File: src/rtl/i2c_dac_pkg.sv
// Shared definitions for the octal-DAC I2C target and the DAC-load master:
// FSM states, command-byte layout and DAC code width.
package i2c_dac_pkg;

    typedef enum logic [3:0] {
        ST_IDLE,
        ST_ADDR,
        ST_ACK_A,
        ST_CMD,
        ST_ACK_C,
        ST_DHI,
        ST_ACK_H,
        ST_DLO,
        ST_ACK_L,
        ST_HOLD
    } tgt_state_t;

    localparam logic [6:0] DEF_DEV_ADDR = 7'h2A;
    localparam int         DAC_W        = 12;
    localparam logic [4:0] CMD_PREFIX   = 5'b00001;
    localparam int         CMD_PFX_MSB  = 7;
    localparam int         CMD_PFX_LSB  = 3;
    localparam int         CMD_CH_MSB   = 2;
    localparam int         CMD_CH_LSB   = 0;

    function automatic logic is_data_state(input tgt_state_t s);
        return (s == ST_ADDR) || (s == ST_CMD) || (s == ST_DHI) || (s == ST_DLO);
    endfunction

    function automatic logic is_ack_state(input tgt_state_t s);
        return (s == ST_ACK_A) || (s == ST_ACK_C) || (s == ST_ACK_H) || (s == ST_ACK_L);
    endfunction

endpackage

File: src/rtl/i2c_line_cond.sv
// SCL/SDA conditioning: synchroniser, optional glitch filter (I2C_TGT_GLITCH_FILT_EN),
// SCL edge strobes and START/STOP strobes. Both lines idle high out of reset.
module i2c_line_cond #(
    parameter int SYNC_STAGES = 2,
    parameter int FILT_LEN    = 3
) (
    input  logic clk,
    input  logic resetn,
    input  logic scl_i,
    input  logic sda_i,
    output logic scl_rise,
    output logic scl_fall,
    output logic sda,
    output logic start,
    output logic stop
);

    // Bit 0 carries SCL, bit 1 carries SDA through every stage.
    logic [1:0] r_sync [SYNC_STAGES];
    logic [1:0] w_line;
    logic [1:0] w_clean;
    logic [1:0] r_prev;

    always_ff @(posedge clk or negedge resetn) begin
        if (!resetn) begin
            for (int i = 0; i < SYNC_STAGES; i++) r_sync[i] <= 2'b11;
        end else begin
            r_sync[0] <= {sda_i, scl_i};
            for (int i = 1; i < SYNC_STAGES; i++) r_sync[i] <= r_sync[i-1];
        end
    end

    assign w_line = r_sync[SYNC_STAGES-1];

`ifdef I2C_TGT_GLITCH_FILT_EN
    localparam int CW = $clog2(FILT_LEN) + 1;
    logic [1:0]    r_filt;
    logic [CW-1:0] r_cnt [2];

    // A line only follows its input after FILT_LEN consecutive differing samples.
    always_ff @(posedge clk or negedge resetn) begin
        if (!resetn) begin
            r_filt <= 2'b11;
            for (int l = 0; l < 2; l++) r_cnt[l] <= '0;
        end else begin
            for (int l = 0; l < 2; l++) begin
                if (w_line[l] == r_filt[l]) begin
                    r_cnt[l] <= '0;
                end else if (r_cnt[l] == CW'(FILT_LEN - 1)) begin
                    r_filt[l] <= w_line[l];
                    r_cnt[l]  <= '0;
                end else begin
                    r_cnt[l] <= r_cnt[l] + 1'b1;
                end
            end
        end
    end

    assign w_clean = r_filt;
`else
    assign w_clean = w_line;
`endif

    always_ff @(posedge clk or negedge resetn) begin
        if (!resetn) r_prev <= 2'b11;
        else         r_prev <= w_clean;
    end

    assign scl_rise = w_clean[0] & ~r_prev[0];
    assign scl_fall = ~w_clean[0] & r_prev[0];
    assign sda      = w_clean[1];
    assign start    = ~w_clean[1] & r_prev[1] & w_clean[0] & r_prev[0];
    assign stop     = w_clean[1] & ~r_prev[1] & w_clean[0] & r_prev[0];

endmodule

File: src/rtl/i2c_dac_target.sv
// Write-only I2C target modelling an octal 12-bit DAC with LDAC transfer.
// Optional SCL/SDA glitch filter enabled by defining I2C_TGT_GLITCH_FILT_EN.
module i2c_dac_target
    import i2c_dac_pkg::*;
#(
    parameter logic [6:0] DEV_ADDR    = DEF_DEV_ADDR,
    parameter int         NUM_CH      = 8,
    parameter int         SYNC_STAGES = 2,
    parameter int         FILT_LEN    = 3
) (
    input  logic                      clk,
    input  logic                      resetn,
    input  logic                      scl_i,
    input  logic                      sda_i,
    output logic                      sda_oe,
    input  logic                      ldac_n,
    output logic [NUM_CH*DAC_W-1:0]   dac_out,
    output logic                      wr_strobe,
    output logic [2:0]                wr_ch,
    output logic                      busy,
    output logic                      frame_err
);

    logic w_scl_rise, w_scl_fall, w_sda, w_start, w_stop;

    i2c_line_cond #(
        .SYNC_STAGES (SYNC_STAGES),
        .FILT_LEN    (FILT_LEN)
    ) u_line_cond (
        .clk      (clk),
        .resetn   (resetn),
        .scl_i    (scl_i),
        .sda_i    (sda_i),
        .scl_rise (w_scl_rise),
        .scl_fall (w_scl_fall),
        .sda      (w_sda),
        .start    (w_start),
        .stop     (w_stop)
    );

    tgt_state_t r_state, w_state_nxt;
    logic [3:0]             r_bitcnt;
    logic [7:0]             r_shift;
    logic                   r_ack_ok;
    logic [2:0]             r_ch;
    logic [3:0]             r_hi;
    logic [DAC_W-1:0]       r_in [NUM_CH];
    logic [NUM_CH*DAC_W-1:0] r_dac;
    logic [SYNC_STAGES-1:0] r_ldac_sync;
    logic                   r_sda_oe;
    logic                   r_wr_strobe;
    logic [2:0]             r_wr_ch;
    logic                   r_busy;
    logic                   r_ferr;

    logic       w_bus_evt;
    logic       w_rise;
    logic       w_fall;
    logic [7:0] w_byte;
    logic       w_byte_last;
    logic       w_byte_ok;
    logic       w_byte_end;

    // START/STOP take priority over any SCL edge seen in the same cycle.
    assign w_bus_evt   = w_start | w_stop;
    assign w_rise      = w_scl_rise & ~w_bus_evt;
    assign w_fall      = w_scl_fall & ~w_bus_evt;
    assign w_byte      = {r_shift[6:0], w_sda};
    assign w_byte_last = w_rise && is_data_state(r_state) && (r_bitcnt == 4'd7);
    assign w_byte_end  = w_fall && is_data_state(r_state) && (r_bitcnt == 4'd8);

    always_comb begin
        w_byte_ok = 1'b0;
        case (r_state)
            ST_ADDR: w_byte_ok = (w_byte == {DEV_ADDR, 1'b0});
            ST_CMD:  w_byte_ok = (w_byte[CMD_PFX_MSB:CMD_PFX_LSB] == CMD_PREFIX) &&
                                 ({29'd0, w_byte[CMD_CH_MSB:CMD_CH_LSB]} < 32'(NUM_CH));
            ST_DHI:  w_byte_ok = (w_byte[7:4] == 4'd0);
            ST_DLO:  w_byte_ok = 1'b1;
            default: w_byte_ok = 1'b0;
        endcase
    end

    always_comb begin
        w_state_nxt = r_state;
        if (w_start) begin
            w_state_nxt = ST_ADDR;
        end else if (w_stop) begin
            w_state_nxt = ST_IDLE;
        end else begin
            case (r_state)
                ST_ADDR:  if (w_byte_end) w_state_nxt = r_ack_ok ? ST_ACK_A : ST_HOLD;
                ST_CMD:   if (w_byte_end) w_state_nxt = r_ack_ok ? ST_ACK_C : ST_HOLD;
                ST_DHI:   if (w_byte_end) w_state_nxt = r_ack_ok ? ST_ACK_H : ST_HOLD;
                ST_DLO:   if (w_byte_end) w_state_nxt = r_ack_ok ? ST_ACK_L : ST_HOLD;
                ST_ACK_A: if (w_fall) w_state_nxt = ST_CMD;
                ST_ACK_C: if (w_fall) w_state_nxt = ST_DHI;
                ST_ACK_H: if (w_fall) w_state_nxt = ST_DLO;
                ST_ACK_L: if (w_fall) w_state_nxt = ST_HOLD;
                default:  w_state_nxt = r_state;
            endcase
        end
    end

    // SDA is pulled low exactly while the FSM sits in an ACK slot.
    always_ff @(posedge clk or negedge resetn) begin
        if (!resetn) begin
            r_state  <= ST_IDLE;
            r_sda_oe <= 1'b0;
        end else begin
            r_state  <= w_state_nxt;
            r_sda_oe <= is_ack_state(w_state_nxt);
        end
    end

    always_ff @(posedge clk or negedge resetn) begin
        if (!resetn) begin
            r_bitcnt    <= '0;
            r_shift     <= '0;
            r_ack_ok    <= 1'b0;
            r_ch        <= '0;
            r_hi        <= '0;
            r_wr_strobe <= 1'b0;
            r_wr_ch     <= '0;
            r_busy      <= 1'b0;
            r_ferr      <= 1'b0;
            for (int k = 0; k < NUM_CH; k++) r_in[k] <= '0;
        end else begin
            r_wr_strobe <= 1'b0;
            if (w_bus_evt) begin
                r_bitcnt <= '0;
                r_busy   <= w_start;
                if (w_start) r_ferr <= 1'b0;
            end else if (w_rise && is_data_state(r_state) && (r_bitcnt < 4'd8)) begin
                r_bitcnt <= r_bitcnt + 1'b1;
                r_shift  <= w_byte;
            end else if (w_byte_end) begin
                r_bitcnt <= '0;
            end

            if (w_byte_last) begin
                r_ack_ok <= w_byte_ok;
                if (!w_byte_ok && (r_state == ST_CMD || r_state == ST_DHI)) r_ferr <= 1'b1;
                if (w_byte_ok && r_state == ST_CMD) r_ch <= w_byte[CMD_CH_MSB:CMD_CH_LSB];
                if (w_byte_ok && r_state == ST_DHI) r_hi <= w_byte[3:0];
                if (r_state == ST_DLO) begin
                    r_in[r_ch]  <= {r_hi, w_byte};
                    r_wr_strobe <= 1'b1;
                    r_wr_ch     <= r_ch;
                end
            end
        end
    end

    // LDAC low makes the output registers transparent to the input registers.
    always_ff @(posedge clk or negedge resetn) begin
        if (!resetn) begin
            r_ldac_sync <= '1;
            r_dac       <= '0;
        end else begin
            r_ldac_sync <= {r_ldac_sync[SYNC_STAGES-2:0], ldac_n};
            if (!r_ldac_sync[SYNC_STAGES-1]) begin
                for (int k = 0; k < NUM_CH; k++) r_dac[k*DAC_W +: DAC_W] <= r_in[k];
            end
        end
    end

    assign sda_oe    = r_sda_oe;
    assign dac_out   = r_dac;
    assign wr_strobe = r_wr_strobe;
    assign wr_ch     = r_wr_ch;
    assign busy      = r_busy;
    assign frame_err = r_ferr;

endmodule
File: config.mk
export PLATFORM = sky130hd
export DESIGN_NAME = i2c_dac_target
export DESIGN_NICKNAME = d
export VERILOG_FILES = /design/src/rtl/i2c_dac_pkg.sv /design/src/rtl/i2c_line_cond.sv /design/src/rtl/i2c_dac_target.sv
export SDC_FILE = /design/constraint.sdc
export NUM_CORES = 1
export LEC_CHECK = 0
export ABC_AREA = 1
export ABC_CLOCK_PERIOD_IN_PS = 2400
export CAP_MARGIN = 30
export CORE_MARGIN = 2
export CORE_UTILIZATION = 39
export CTS_CLUSTER_DIAMETER = 120
export DETAILED_ROUTE_END_ITERATION = 6
export GPL_TIMING_DRIVEN = 0
export PLACE_DENSITY = 0.67
export SLEW_MARGIN = 10
export SYNTH_ARGS = -nofsm -noshare
export SYNTH_HDL_FRONTEND = slang
export SYNTH_SLANG_ARGS = --single-unit
File: constraint.sdc
create_clock -name clk -period 2.4 [get_ports clk]
set_input_delay 0.24 -clock clk [delete_from_list [all_inputs] [get_ports clk]]
set_output_delay 0.24 -clock clk [all_outputs]
set_load 0.02 [all_outputs]
# Word level (Yosys, flattened, before mapping)
# Index checks and enable logic that the tools add are counted.
[totals]
reg_bits = 230
in_bits = 5
out_inout_bits = 103
wordCells = 112
[classes]
add_sub_neg = 1
n_lt_le_gt_ge = 3
eq_ne = 16
n_mux = 28
bitwise_logic = 17
n_reduce_logical = 23
[ops]
columns = ["cell", "count"]
rows = [
  ["$bwmux 96", 1],
  ["$mux 4", 16],
  ["$demux 12 s3", 1],
  ["$pmux 4 s8", 1],
  ["$eq 4x3->1 const B", 7],
  ["$eq 4x2->1 const B", 3],
  ["$eq 4x4->1 const B", 3],
  ["$mux 12", 1],
  ["$and 1x1->1", 10],
  ["$logic_and 1x1->1", 9],
  ["$eq 8x7->1 const B", 1],
  ["$reduce_and 2->1", 4],
  ["$logic_or 1x1->1", 7],
  ["$mux 1", 7],
  ["$eq 5x1->1 const B", 1],
  ["$not 1->1", 5],
  ["$add 4x1->4 const B", 1],
  ["$eq 4x1->1 const B", 1],
  ["$ge 4x4->1 const B", 1],
  ["$logic_not 4->1", 1],
  ["$lt 4x1->1 const B", 1],
  ["$lt 4x4->1 const B", 1],
  ["$not 3->4", 1],
  ["$pmux 1 s4", 1],
  ["other kinds (3)", 3],
]

# Longest topological paths before layout
[depth]
depth_word = 17
ltp_mapped = 13

# Hierarchy
# A second synthesis with hierarchy kept.
[hier_totals]
hier_cells = 739
hier_area_um2 = 8883.5
[by_module_without_submodules]
columns = ["module", "instances", "cells_per_inst", "area_per_inst_um2"]
rows = [
  ["i2c_dac_target", 1, 722, 8684.6],
  ["i2c_line_cond", 1, 17, 198.9],
]

# Least setup slack after synthesis
# OpenSTA, ideal clock, no wires.
[synth_path]
path_kind = "register to register"
from = "register u_line_cond.r_sync, in the netlist u_line_cond.w_clean[0]"
to = "register r_in[64] (netlist name)"
t_arrival_ns = 1.605
t_required_ns = 2.270
setup_slack_ns = 0.665
path_stages_with_launch = 11
path_buffers = 1
synth_period_minus_slack_ns = 1.735
path_cell_list = "dfstp_2 > inv_1 > nor2_2 > nand3_4 > nor2_8 > nand2_8 > nor2_8 > nand2_4 > buf_6 > nand2_1 > o21ai_2"
[synth_via]
elab_chain_cells = 8
word_cells_on_any_way = 11
[synth_rtl]
columns = ["item", "line", "rtl"]
rows = [
  ["start: declaration", "i2c_line_cond.sv:19", "logic [1:0] r_sync [SYNC_STAGES];"],
  ["$and 1x1->1, on equally long branches (2 in series)", "i2c_line_cond.sv:72, i2c_line_cond.sv:73", ""],
  ["$or 1x1->1", "i2c_dac_target.sv:65", "assign w_bus_evt = w_start | w_stop;"],
  ["$not 1->1 (no source line)", "n/a", ""],
  ["$and 1x1->1 *", "i2c_dac_target.sv:66", "assign w_rise = w_scl_rise & ~w_bus_evt;"],
  ["$logic_and 1x1->1 * (2 in series)", "i2c_dac_target.sv:69", "assign w_byte_last = w_rise && is_data_state(r_state) && (r_bitcnt == 4'd7);"],
  ["$reduce_and 2->1 (no source line) *", "n/a", ""],
  ["end signal: indexed assignment", "i2c_dac_target.sv:147", "r_in[r_ch] <= {r_hi, w_byte};"],
  ["end: declaration", "i2c_dac_target.sv:47", "logic [DAC_W-1:0] r_in [NUM_CH];"],
]
# Every way passes the cells marked *; elsewhere a longest branch is shown, timed or not.
# A chain may end at the register's enable or synchronous reset.

# Worst setup path after layout
[layout_path]
from = "register r_ldac_sync[1]"
to = "register r_dac[74], in the netlist dac_out[74]"
[layout_rtl]
columns = ["item", "line", "rtl"]
rows = [
  ["start: declaration", "i2c_dac_target.sv:49", "logic [SYNC_STAGES-1:0] r_ldac_sync;"],
  ["start signal: assignment", "i2c_dac_target.sv:161", "r_ldac_sync <= {r_ldac_sync[SYNC_STAGES-2:0], ldac_n};"],
  ["end signal: assignment", "i2c_dac_target.sv:159", "r_dac <= '0;"],
  ["end: declaration", "i2c_dac_target.sv:48", "logic [NUM_CH*DAC_W-1:0] r_dac;"],
]
# No word-level cell between the ends.

==> flow_metrics.env <==
export IMPL_outcome="finished, final reports clean"
export IMPL_utilization_pct=49.7
export IMPL_nets=868
export IMPL_power_switching_mw=2.14
export IMPL_synth_top_family_by_area="multiplexers"
export IMPL_dieHeight_um=155
export IMPL_cts_made_buffers=25
export IMPL_p_comb_share_pct=8.8
export IMPL_yosys_area_top_type="dfrtp_1"
export IMPL_insertion_delay_ps=520
export IMPL_grt_pass1_vias=5862
export IMPL_fp_coreArea_um2=22500
export IMPL_dr_pass1_iters=4
export IMPL_fillers=2001
export IMPL_initial_core_util_pct=39.4
export IMPL_clock_path_buffers=3
export IMPL_path_max_fanout=10
export IMPL_n_antenna_cell=0
export IMPL_met3_usage_pct=3.92
export IMPL_drt_wirelength_per_cell_um=16.8
export IMPL_grtUsageMet1_pct=22.9
export IMPL_antenna_found_initial=0
export IMPL_synth_avg_cell_area_um2=12.2
export IMPL_setup_viol=0
export IMPL_startpoint_type="flip-flop"
export IMPL_num_vias=5708
export IMPL_arrival_ps=2460
export IMPL_cts_tree="built"
export IMPL_synth_ff_type="dfrtp_1"
export IMPL_min_path_type="in -> reg"
export IMPL_grtUsageTotal_pct=16.9
export IMPL_relSlewSlack_pct=37.6
export IMPL_syn_nets=731
export IMPL_ys_seq_area_share_pct=65.0
export IMPL_cpPeakStageDelay_ps=510
export IMPL_timing_critical_path_required_ps=2790
export IMPL_hold_viol_final=0
export IMPL_synthTopCellsByArea="dfrtp_1 (63%), mux2_2 (12%), nand2_1 (6.2%)"
export IMPL_routed_via_density=4.91
export IMPL_p_leak_nw=5.31
export IMPL_portBuffers=107
export IMPL_cap_violations=0
export IMPL_cts_reportedPaths_clkPinSlew_ps=60
export IMPL_worstSetupPathType="reg -> reg"
export IMPL_drtIter0Drc=375
export IMPL_synth_area_mux_share_pct=12.2
export IMPL_p_int_mw=6.42
export IMPL_regArea_um2=5770
export IMPL_fmaxAchievable_mhz=483
export IMPL_dp_hpwl_mm=12.9
export IMPL_tightestPinTransition_ps=936
export IMPL_p_clk_share_pct=43.7
export IMPL_gp_congestion=0.816
export IMPL_finalCriticalPeriod_ps=2070
export IMPL_h_tree_depth=1
export IMPL_synth_xor_area_share_pct=0
export IMPL_synth_most_common_cell="dfrtp_1"
export IMPL_synthAdderAreaFrac_pct=0.282
export IMPL_cts_setup_buffers=0
export IMPL_cp_slowest_cell="dfstp_2"
export IMPL_synth_compound_area_share_pct=7.79
export IMPL_routed_wl_mm=19.6
export IMPL_synthDominantCellAreaShare_pct=62.7
export IMPL_drtAntennaViolNets=0
export IMPL_cts_sinks=230
export IMPL_end_kind="flip-flop"
export IMPL_power_density_nw_per_um2=766
export IMPL_async_flop_share_pct=100
export IMPL_std_cell_rows=55
export IMPL_finalSetupTns_ps=0
export IMPL_multi_input_area_um2=2690
export IMPL_top_usage_layer="met2"
export IMPL_skew_ps=13.2
export IMPL_synth_commonest_cells="dfrtp_1 (222), nand2_1 (146), mux2_2 (96), o21ai_1 (80), inv_1 (40)"
export IMPL_netSwitchingFraction_pct=25.0
export IMPL_drive_above_1_share_pct=22.5
export IMPL_grt_max_degree=96
export IMPL_synth_seq_cells=230
export IMPL_yosysUniqueCellTypes=29
export IMPL_path_cells="clkbuf_1 > clkbuf_2 > buf_2 > mux2_2"
export IMPL_seq_power_share_pct=47.5
export IMPL_drv_slew=0
export IMPL_synth_edff_count=0
export IMPL_period_share_pct=86.2
export IMPL_peakVddDrop_v=0.000526
export IMPL_grt_ovfl_total=0
export IMPL_grt_use_met2_pct=27.6
export IMPL_clockRootBuffer="clkbuf_16"
export IMPL_synthCells=724
export IMPL_die_w_um=155
export IMPL_synth_simple_area_share_pct=10.1
export IMPL_grt_pass1_wl_mm=32.0
export IMPL_stdcell_count=1162
export IMPL_grt_setup_unrepaired="false"
export IMPL_syn_cell_area_um2=8870
export IMPL_die_area_um2=24000
export IMPL_yosysWarnings=0
export IMPL_drc=0
export IMPL_areaGrowthSynthToFinish_pct=26.0
export IMPL_placed_cells=1118
export IMPL_boundaryPins=108
[sequential cells by signal, summed over array words and instances (netlist names)]
signal,flops
u_line_cond.r_sync,2
busy,1
sda_oe,1
r_in,96
dac_out,96
r_shift,7
r_bitcnt,4
r_ldac_sync,2
r_state,4
wr_ch,3
frame_err,1
r_hi,4
u_line_cond.r_prev,2
u_line_cond.w_clean,2
r_ch,3
wr_strobe,1
r_ack_ok,1
[metrics by stage]
step           power (mW)  instance area (um^2)  hold slack [ps]  setup slack (ps)
6_report             8.56                 11200              133               331
2_1_floorplan        4.52                  8870            -55.6               665
4_1_cts              8.66                 11200              119               245
3_3_place_gp         4.88                 10300              346             -8630
3_5_place_dp         4.90                 10400              203            -0.919
5_1_grt              8.92                 11200              135               158
[power by group through the flow]
stage	registers [mW]	clock network, mW	logic, mW
2_1_floorplan	4.12	0	0.395
3_3_place_gp	4.13	0	0.747
3_5_place_dp	4.13	0	0.770
4_1_cts	4.06	3.82	0.775
5_1_grt	4.08	4.00	0.843
6_report	4.06	3.74	0.752
[metal layers]
metal / share of wire, % / vias up
li1: - / 2690
met1: 44 / 2846
met2: 48 / 141
met3: 6.1 / 31
met4: 2.0 / 0
met5: 0 / -
[cells in the final DEF, fill, tap and decap left out, types with 3 or more instances in the layout]
cell type        instances
buf_1                    5
buf_2                    4
buf_6                   16
clkbuf_1                14
clkbuf_16               25
clkbuf_8                 8
clkdlybuf4s50_1        106
dfrtp_1                222
dfstp_2                  8
inv_1                   40
mux2_2                  96
nand2_1                146
nand2_2                  4
nand2_4                  4
nand3_1                  8
nand4_1                  6
nor2_1                  17
nor2_8                   3
o21ai_0                 25
o21ai_1                 80
o21ai_2                 16
[cells by family (layout without fill, tap and decap cells)]
| family | Yosys count | in the layout |
|---|---|---|
| DFF | 230 | 230 |
| buffers and inverters | 75 | 228 |
| AOI/OAI and AO/OA | 125 | 125 |
| and+or+nand+nor | 196 | 196 |
| muxes | 96 | 96 |
| adders and majority gates | 2 | 2 |
[layout make-up]
| cell class | count | share of cell area, % |
|---|---|---|
| flip-flops and latches | 230 | 51.6 |
| well taps | 285 | 3.19 |
| clock buffers | 39 | 6.79 |
| repair buffers | 110 | 10.2 |
| inverters | 41 | 1.38 |
| clock inverters | 4 | 0.459 |
| plain buffers | 34 | 2.27 |
| multi-input cells | 419 | 24.1 |
[worst paths after layout]
kind,cells after the start,end,start,slack (ps)
max,4,dac_out[74],r_ldac_sync[1],330
min,1,r_ldac_sync[0],ldac_n,130
max reg2reg,4,dac_out[74],r_ldac_sync[1],330
min reg2reg,0,u_line_cond.w_clean[1],u_line_cond.r_sync[3],360
max in group asynchronous,4,dac_out[63],resetn,1010
min in group asynchronous,2,r_ack_ok,resetn,240
[critical path: cells and delay by family (launching register included)]
kind                   cells  cell delay [ps]
flip-flops                 1              510
buffers and inverters      3             1070
multiplexers               1              370
[repair_timing]
action                                 CTS  global route
hold buffers                             1             0
setup endpoints to repair               16             0
gates resized for setup                  1             0
endpoints found under the hold margin   56             0
Note: power is estimated with default switching activity, not from simulation.
